### src/rtl/pipe_clock_ctrl_if.sv
// pipe_clock_ctrl_if: bundle of the PIPE clock sequencer's status and control
// signals. The rate-change counter CLK_RATE_CHANGES exists only when the
// CLK_STATS_EN macro is defined.
// master: the sequencer (drives GT_RATE, PCLK select, PHYSTATUS, status).
// slave: the surrounding MAC/GT/MMCM side.
interface pipe_clock_ctrl_if #(
  parameter int LANES = 1
);
  logic             CLK_MMCM_LOCK;
  logic             PIPE_RATE;
  logic [LANES-1:0] GT_TXRATEDONE;
  logic             GT_RATE;
  logic             CLK_PCLK_SEL;
  logic [LANES-1:0] PIPE_PHYSTATUS;
  logic             CLK_READY;
  logic             CLK_ERR;
`ifdef CLK_STATS_EN
  logic [15:0]      CLK_RATE_CHANGES;

  modport master (
    input  CLK_MMCM_LOCK, PIPE_RATE, GT_TXRATEDONE,
    output GT_RATE, CLK_PCLK_SEL, PIPE_PHYSTATUS, CLK_READY, CLK_ERR,
           CLK_RATE_CHANGES
  );

  modport slave (
    output CLK_MMCM_LOCK, PIPE_RATE, GT_TXRATEDONE,
    input  GT_RATE, CLK_PCLK_SEL, PIPE_PHYSTATUS, CLK_READY, CLK_ERR,
           CLK_RATE_CHANGES
  );
`else
  modport master (
    input  CLK_MMCM_LOCK, PIPE_RATE, GT_TXRATEDONE,
    output GT_RATE, CLK_PCLK_SEL, PIPE_PHYSTATUS, CLK_READY, CLK_ERR
  );

  modport slave (
    output CLK_MMCM_LOCK, PIPE_RATE, GT_TXRATEDONE,
    input  GT_RATE, CLK_PCLK_SEL, PIPE_PHYSTATUS, CLK_READY, CLK_ERR
  );
`endif
endinterface

### src/rtl/pipe_clock_ctrl.sv
// pipe_clock_ctrl: Gen1/Gen2 rate-change and lock sequencer for the PIPE
// clocking path. Synchronises MMCM lock, broadcasts the GT rate, collects
// per-lane TXRATEDONE, flips the PCLK BUFGCTRL select, waits for the clock to
// settle and reports completion as a one-cycle PHYSTATUS pulse on all lanes.
// Optional feature macro: CLK_STATS_EN adds a saturating 16-bit count of
// completed rate changes (CLK_RATE_CHANGES). Without it the port is absent.
module pipe_clock_ctrl #(
  parameter int LANES         = 1,
  parameter int SETTLE_CYCLES = 64,
  parameter int RATE_TIMEOUT  = 65535
) (
  input  logic               CLK_DCLK,
  input  logic               CLK_RST,
  pipe_clock_ctrl_if.master  bus
);

  typedef enum logic [2:0] {
    WAIT_LOCK = 3'd0,
    IDLE      = 3'd1,
    RATE_GT   = 3'd2,
    SEL       = 3'd3,
    SETTLE    = 3'd4,
    DONE      = 3'd5
  } state_t;

  localparam int SW = $clog2(SETTLE_CYCLES + 1);
  localparam int TW = $clog2(RATE_TIMEOUT + 1);
  // SETTLE ends after the counter has reached SETTLE_CYCLES, which places the
  // PHYSTATUS pulse SETTLE_CYCLES+1 cycles after the select change.
  localparam logic [SW-1:0] SETTLE_LAST  = SW'(SETTLE_CYCLES);
  // The timeout counter starts at 0 on RATE_GT entry, so matching
  // RATE_TIMEOUT-1 raises the error exactly RATE_TIMEOUT cycles after entry.
  localparam logic [TW-1:0] TIMEOUT_LAST = TW'(RATE_TIMEOUT - 1);

  state_t           state;
  logic             lock_meta;
  logic             lock_s;
  logic             target;
  logic             gt_rate;
  logic             pclk_sel;
  logic [LANES-1:0] phystatus;
  logic             ready;
  logic             err;
  logic [LANES-1:0] mask;
  logic [LANES-1:0] mask_next;
  logic             all_done;
  logic [SW-1:0]    settle_cnt;
  logic [TW-1:0]    tmo_cnt;
`ifdef CLK_STATS_EN
  logic [15:0]      rate_changes;
`endif

  // Two-flop synchroniser for the asynchronous MMCM LOCKED.
  always_ff @(posedge CLK_DCLK or posedge CLK_RST) begin
    if (CLK_RST) begin
      lock_meta <= 1'b0;
      lock_s    <= 1'b0;
    end else begin
      lock_meta <= bus.CLK_MMCM_LOCK;
      lock_s    <= lock_meta;
    end
  end

  // Sticky per-lane done collection; the current cycle's pulses are folded in
  // so a TXRATEDONE in the RATE_GT entry cycle (or the final one) counts.
  generate
    for (genvar gi = 0; gi < LANES; gi++) begin : g_mask
      assign mask_next[gi] = mask[gi] | bus.GT_TXRATEDONE[gi];
    end
  endgenerate

  assign all_done = &mask_next;

  // Sequencer FSM with registered outputs; lock loss overrides every state.
  always_ff @(posedge CLK_DCLK or posedge CLK_RST) begin
    if (CLK_RST) begin
      state        <= WAIT_LOCK;
      target       <= 1'b0;
      gt_rate      <= 1'b0;
      pclk_sel     <= 1'b0;
      phystatus    <= '0;
      ready        <= 1'b0;
      err          <= 1'b0;
      mask         <= '0;
      settle_cnt   <= '0;
      tmo_cnt      <= '0;
`ifdef CLK_STATS_EN
      rate_changes <= 16'h0000;
`endif
    end else begin
      // PHYSTATUS is a single-cycle pulse unless a state below re-asserts it.
      phystatus <= '0;
      if ((state != WAIT_LOCK) && !lock_s) begin
        // Abort: GT rate and PCLK select keep their values, no pulse.
        state <= WAIT_LOCK;
        ready <= 1'b0;
      end else begin
        case (state)
          WAIT_LOCK: begin
            if (lock_s) begin
              state     <= DONE;
              phystatus <= '1;
            end
          end
          IDLE: begin
            if (bus.PIPE_RATE != gt_rate) begin
              target  <= bus.PIPE_RATE;
              gt_rate <= bus.PIPE_RATE;
              mask    <= '0;
              tmo_cnt <= '0;
              ready   <= 1'b0;
              state   <= RATE_GT;
            end
          end
          RATE_GT: begin
            mask <= mask_next;
            if (all_done) begin
              state <= SEL;
            end else if (tmo_cnt == TIMEOUT_LAST) begin
              err   <= 1'b1;
              state <= SEL;
            end else begin
              tmo_cnt <= tmo_cnt + TW'(1);
            end
          end
          SEL: begin
            pclk_sel   <= target;
            settle_cnt <= '0;
            state      <= SETTLE;
          end
          SETTLE: begin
            if (settle_cnt == SETTLE_LAST) begin
              phystatus <= '1;
              state     <= DONE;
`ifdef CLK_STATS_EN
              // Only rate changes pass through SETTLE, so the power-up
              // DONE is never counted.
              if (rate_changes != 16'hFFFF) begin
                rate_changes <= rate_changes + 16'd1;
              end
`endif
            end else begin
              settle_cnt <= settle_cnt + SW'(1);
            end
          end
          DONE: begin
            ready <= 1'b1;
            state <= IDLE;
          end
          default: begin
            state <= WAIT_LOCK;
            ready <= 1'b0;
          end
        endcase
      end
    end
  end

  assign bus.GT_RATE          = gt_rate;
  assign bus.CLK_PCLK_SEL     = pclk_sel;
  assign bus.PIPE_PHYSTATUS   = phystatus;
  assign bus.CLK_READY        = ready;
  assign bus.CLK_ERR          = err;
`ifdef CLK_STATS_EN
  assign bus.CLK_RATE_CHANGES = rate_changes;
`endif

endmodule

### src/flat_wrapper.sv
// flat-port wrapper written by rule: the top's interface ports become plain ports
module pipe_clock_ctrl_flat 
#(
  parameter int LANES         = 1,
  parameter int SETTLE_CYCLES = 64,
  parameter int RATE_TIMEOUT  = 65535
)
  (CLK_DCLK, CLK_RST, bus_CLK_MMCM_LOCK, bus_PIPE_RATE, bus_GT_TXRATEDONE, bus_GT_RATE, bus_CLK_PCLK_SEL, bus_PIPE_PHYSTATUS, bus_CLK_READY, bus_CLK_ERR);
  pipe_clock_ctrl_if #(.LANES(LANES)) bus_i ();
  input  logic CLK_DCLK;
  input  logic CLK_RST;
  input wire logic [$bits(bus_i.CLK_MMCM_LOCK)-1:0] bus_CLK_MMCM_LOCK;
  input wire logic [$bits(bus_i.PIPE_RATE)-1:0] bus_PIPE_RATE;
  input wire logic [$bits(bus_i.GT_TXRATEDONE)-1:0] bus_GT_TXRATEDONE;
  output wire logic [$bits(bus_i.GT_RATE)-1:0] bus_GT_RATE;
  output wire logic [$bits(bus_i.CLK_PCLK_SEL)-1:0] bus_CLK_PCLK_SEL;
  output wire logic [$bits(bus_i.PIPE_PHYSTATUS)-1:0] bus_PIPE_PHYSTATUS;
  output wire logic [$bits(bus_i.CLK_READY)-1:0] bus_CLK_READY;
  output wire logic [$bits(bus_i.CLK_ERR)-1:0] bus_CLK_ERR;
  assign bus_i.CLK_MMCM_LOCK = bus_CLK_MMCM_LOCK;
  assign bus_i.PIPE_RATE = bus_PIPE_RATE;
  assign bus_i.GT_TXRATEDONE = bus_GT_TXRATEDONE;
  assign bus_GT_RATE = bus_i.GT_RATE;
  assign bus_CLK_PCLK_SEL = bus_i.CLK_PCLK_SEL;
  assign bus_PIPE_PHYSTATUS = bus_i.PIPE_PHYSTATUS;
  assign bus_CLK_READY = bus_i.CLK_READY;
  assign bus_CLK_ERR = bus_i.CLK_ERR;
  pipe_clock_ctrl #(.LANES(LANES), .SETTLE_CYCLES(SETTLE_CYCLES), .RATE_TIMEOUT(RATE_TIMEOUT)) u_core (.CLK_DCLK(CLK_DCLK), .CLK_RST(CLK_RST), .bus(bus_i));
endmodule
### config.mk
export PLATFORM = sky130hd
export DESIGN_NAME = pipe_clock_ctrl_flat
export DESIGN_NICKNAME = d
export VERILOG_FILES = /design/src/rtl/pipe_clock_ctrl_if.sv /design/src/rtl/pipe_clock_ctrl.sv /design/src/flat_wrapper.sv
export SDC_FILE = /design/constraint.sdc
export NUM_CORES = 1
export LEC_CHECK = 0
export ABC_CLOCK_PERIOD_IN_PS = 2000
export BUFFER_PORTS_ARGS = -buffer_cell sky130_fd_sc_hd__buf_2
export CAP_MARGIN = 15
export CORE_MARGIN = 4
export CORE_UTILIZATION = 30
export CTS_BUF_LIST = sky130_fd_sc_hd__clkbuf_16
export DETAILED_ROUTE_END_ITERATION = 6
export MAX_ROUTING_LAYER = met4
export PLACE_DENSITY = 0.49
export SYNTH_ARGS = -nofsm -noshare
export SYNTH_HDL_FRONTEND = slang
export SYNTH_SLANG_ARGS = --single-unit
### constraint.sdc
create_clock -name CLK_DCLK -period 2 [get_ports CLK_DCLK]
set_input_delay 0.2 -clock CLK_DCLK [delete_from_list [all_inputs] [get_ports CLK_DCLK]]
set_output_delay 0.2 -clock CLK_DCLK [all_outputs]
set_load 0.01 [all_outputs]
==> qor.csv <==
metric;value;unit
core box area;6490;µm²
WP buf/inv;1;
total chip power;2.50;mW
post-CTS sizing;0;
All-Layer GR Usage;0.132;
clock root buffer;clkbuf_16;
share of cells above drive strength 1;0.180;
critical path required time;2.15;ns
die boundary width;90.7;µm
DRT Pass-1 Iters;4;
Detailed Route Iter0 Violations;101;
Cell Pwr Density;1040;nW/µm²
Hold Path Class;input port to async pin;
met2 WL post-DR;2.11;mm
Remaining DRCs;0;
multi-input logic area;1090;µm²
worst-case clock skew;0.00445;ns
maximum vdd drop;0.477;mV
Yosys reg bits;34;
Register Area;851;µm²
Setup crit start kind;register;
overall routed net length;4.96;mm
post-synth top area cell;dfrtp_1;
Nets;258;
status;finished clean;
pre-CTS setup slack;0.114;ns
crit path DAT;2.06;ns
synthesized area per cell;9.03;µm²
fin crit share;0.955;
Post-Syn Area;2050;µm²
dpl hpwl;3.54;mm
Logic pwr share;0.269;
commonest non-fill, non-tap cell in the layout;dfrtp_1;
htree depth;2;
Inserted Diodes;0;
WHS;0.0219;ns
Finished Cell Area;2410;µm²
clock power share;0.292;
uppermost layer routed;met4;
Critical Path Max Stage Delay;0.69;ns
sequential share of power;0.440;
CTS tree;yes;
Yosys warnings;0;
Sw Pwr;0.875;mW
Syn-to-layout area delta;17.8;%
first-pass GRT wire length;8.50;mm
CTS Sinks;34;
Synth top area share;0.415;
Layout Utilization;0.372;
most used cell, CP;a31oi_1;
Largest regs;u_core.tmo_cnt x16, u_core.settle_cnt x7, u_core.state x3;
port buffer count;9;
Met3 Wirelength;183;µm
met1 wire length;2.58;mm
CTS Buf Count;5;
critical-path cell list;inv_1 > ha_1 > nand4_1 > or4_1 > a31oi_1 > a31oi_1;
Reg clk slew, reported paths;0.05;ns
net count after synthesis;236;
main area contributors after synthesis;dfrtp_1 (41%), nand2_1 (5.3%), nand3_1 (3.7%);
Sw Ratio;0.349;
vias in the first global route;1695;
FP Rows;29;
Internal Pwr Total;1.63;mW
Placed Cells;319;
Most flops, register;u_core.tmo_cnt;
Final Non-Filler Cells;327;
clk_lat worst skew;0.28;ns
RSZ-0062 raised after global routing;no;
dominant synthesized flop cell;dfrtp_1;
Die Y-Extent;90.7;µm
antenna violations before repair;0;
highest-delay cell along the critical path;or4_1;
Top delay family on crit path;simple AND/OR/NAND/NOR gates;
Fin. Hold Viols;0;
max FFs per register;16;
WL per Instance;15.2;µm
die area;8220;µm²
PnR worst setup slack;0.0896;ns
max-slew violation count;0;
max cap viols;0;
Initial Util;0.316;
setup TNS;0;ns
fmax;523;MHz
Area after DPL;2280;µm²
Seq/Total Area, Yosys;0.415;
worst-margin pin slew;0.501;ns
post-layout min period;1.91;ns
Via density;5.52;
Leak Pwr;1.02;nW
CTS Buffer Depth;2;
Post-synth EDFFs;0;
Setup Fix Bufs, Post-CTS;0;
largest net degree at the start of global routing;35;
critical path peak fanout;7;
WS Path Type;register to register;
synth unique cells;51;
relative slew slack;0.663;
global route overflow;0;
final setup vio count;0;
remaining antenna violation count;0;
Async SR Flop Fraction;1.00;
GP Congestion;0.916;
CP Capture Type;register;
# fillers;664;
Top Ports;10;
hold buffer count at CTS;0;
most frequent cells in the layout;dfrtp_1 (34), nand2_1 (29), buf_4 (19);
cells after synthesis;227;
via count;1804;
-- worst paths after layout --
| kind | from | to | slack (ns) | cells after the start |
|---|---|---|---|---|
| setup / recovery | u_core.tmo_cnt[0] | u_core.tmo_cnt[2] | 0.09 | 6 |
| hold / removal | CLK_RST | u_core.tmo_cnt[6] | 0.02 | 3 |
| setup reg to reg | u_core.tmo_cnt[0] | u_core.tmo_cnt[2] | 0.09 | 6 |
| hold reg to reg | u_core.lock_meta | u_core.lock_s | 0.35 | 0 |
| max in group asynchronous | CLK_RST | u_core.bus.PIPE_PHYSTATUS | 1.66 | 3 |
| min in group CLK_DCLK | bus_CLK_MMCM_LOCK | u_core.lock_meta | 0.03 | 1 |
-- worst min-delay path: cells and delay by family --
family / cells / cell delay [ns]
buf+inv: 3 / 0.53
-- Yosys cell counts, types with 2 or more instances --
master	count
a21oi_1	8
and4_1	4
nor3b_2	2
buf_2	7
nor4_1	3
nand2_1	29
a211o_1	2
nand2b_1	7
or4_1	6
a31oi_1	11
dfrtp_1	34
mux2i_1	6
nand3_1	15
nor3_1	2
o311ai_1	4
clkbuf_1	5
ha_1	4
a211oi_2	2
and3_1	2
inv_1	14
o21ai_0	5
nand4_1	11
o21ai_1	4
and2_1	2
nor2_1	5
mux2_2	2
o211ai_1	7
-- cells by family after synthesis --
logic type | share of synthesized area
AOI/OAI and AO/OA | 0.191
xor gates and xnor gates | 0.00854
adders and majority gates | 0.0244
buffers and inverters | 0.0537
DFF | 0.415
muxes | 0.0403
and+or+nand+nor | 0.267
-- power by group through the flow --
stage	sequential [mW]	clock [mW]	combinational, mW
2_1_floorplan	1.06	0	0.468
3_3_place_gp	1.10	0	0.676
3_5_place_dp	1.11	0	0.677
4_1_cts	1.09	0.756	0.681
5_1_grt	1.14	0.789	0.766
6_report	1.10	0.731	0.672
-- final cells by class --
class | count | area share
Inverter | 14 | 0.0218
Multi-Input combinational cell | 166 | 0.451
Tap cell | 77 | 0.0399
Sequential cell | 34 | 0.352
Clock inverter | 3 | 0.00518
Timing Repair Buffer | 28 | 0.0777
Clock buffer | 5 | 0.0518
-- routing by layer --
layer  vias up  track usage
met2        31        0.180
met1       864        0.186
met5         -            -
li1        903            -
met4         0       0.0548
met3         6       0.0283
(Power assumes the default switching activity.)
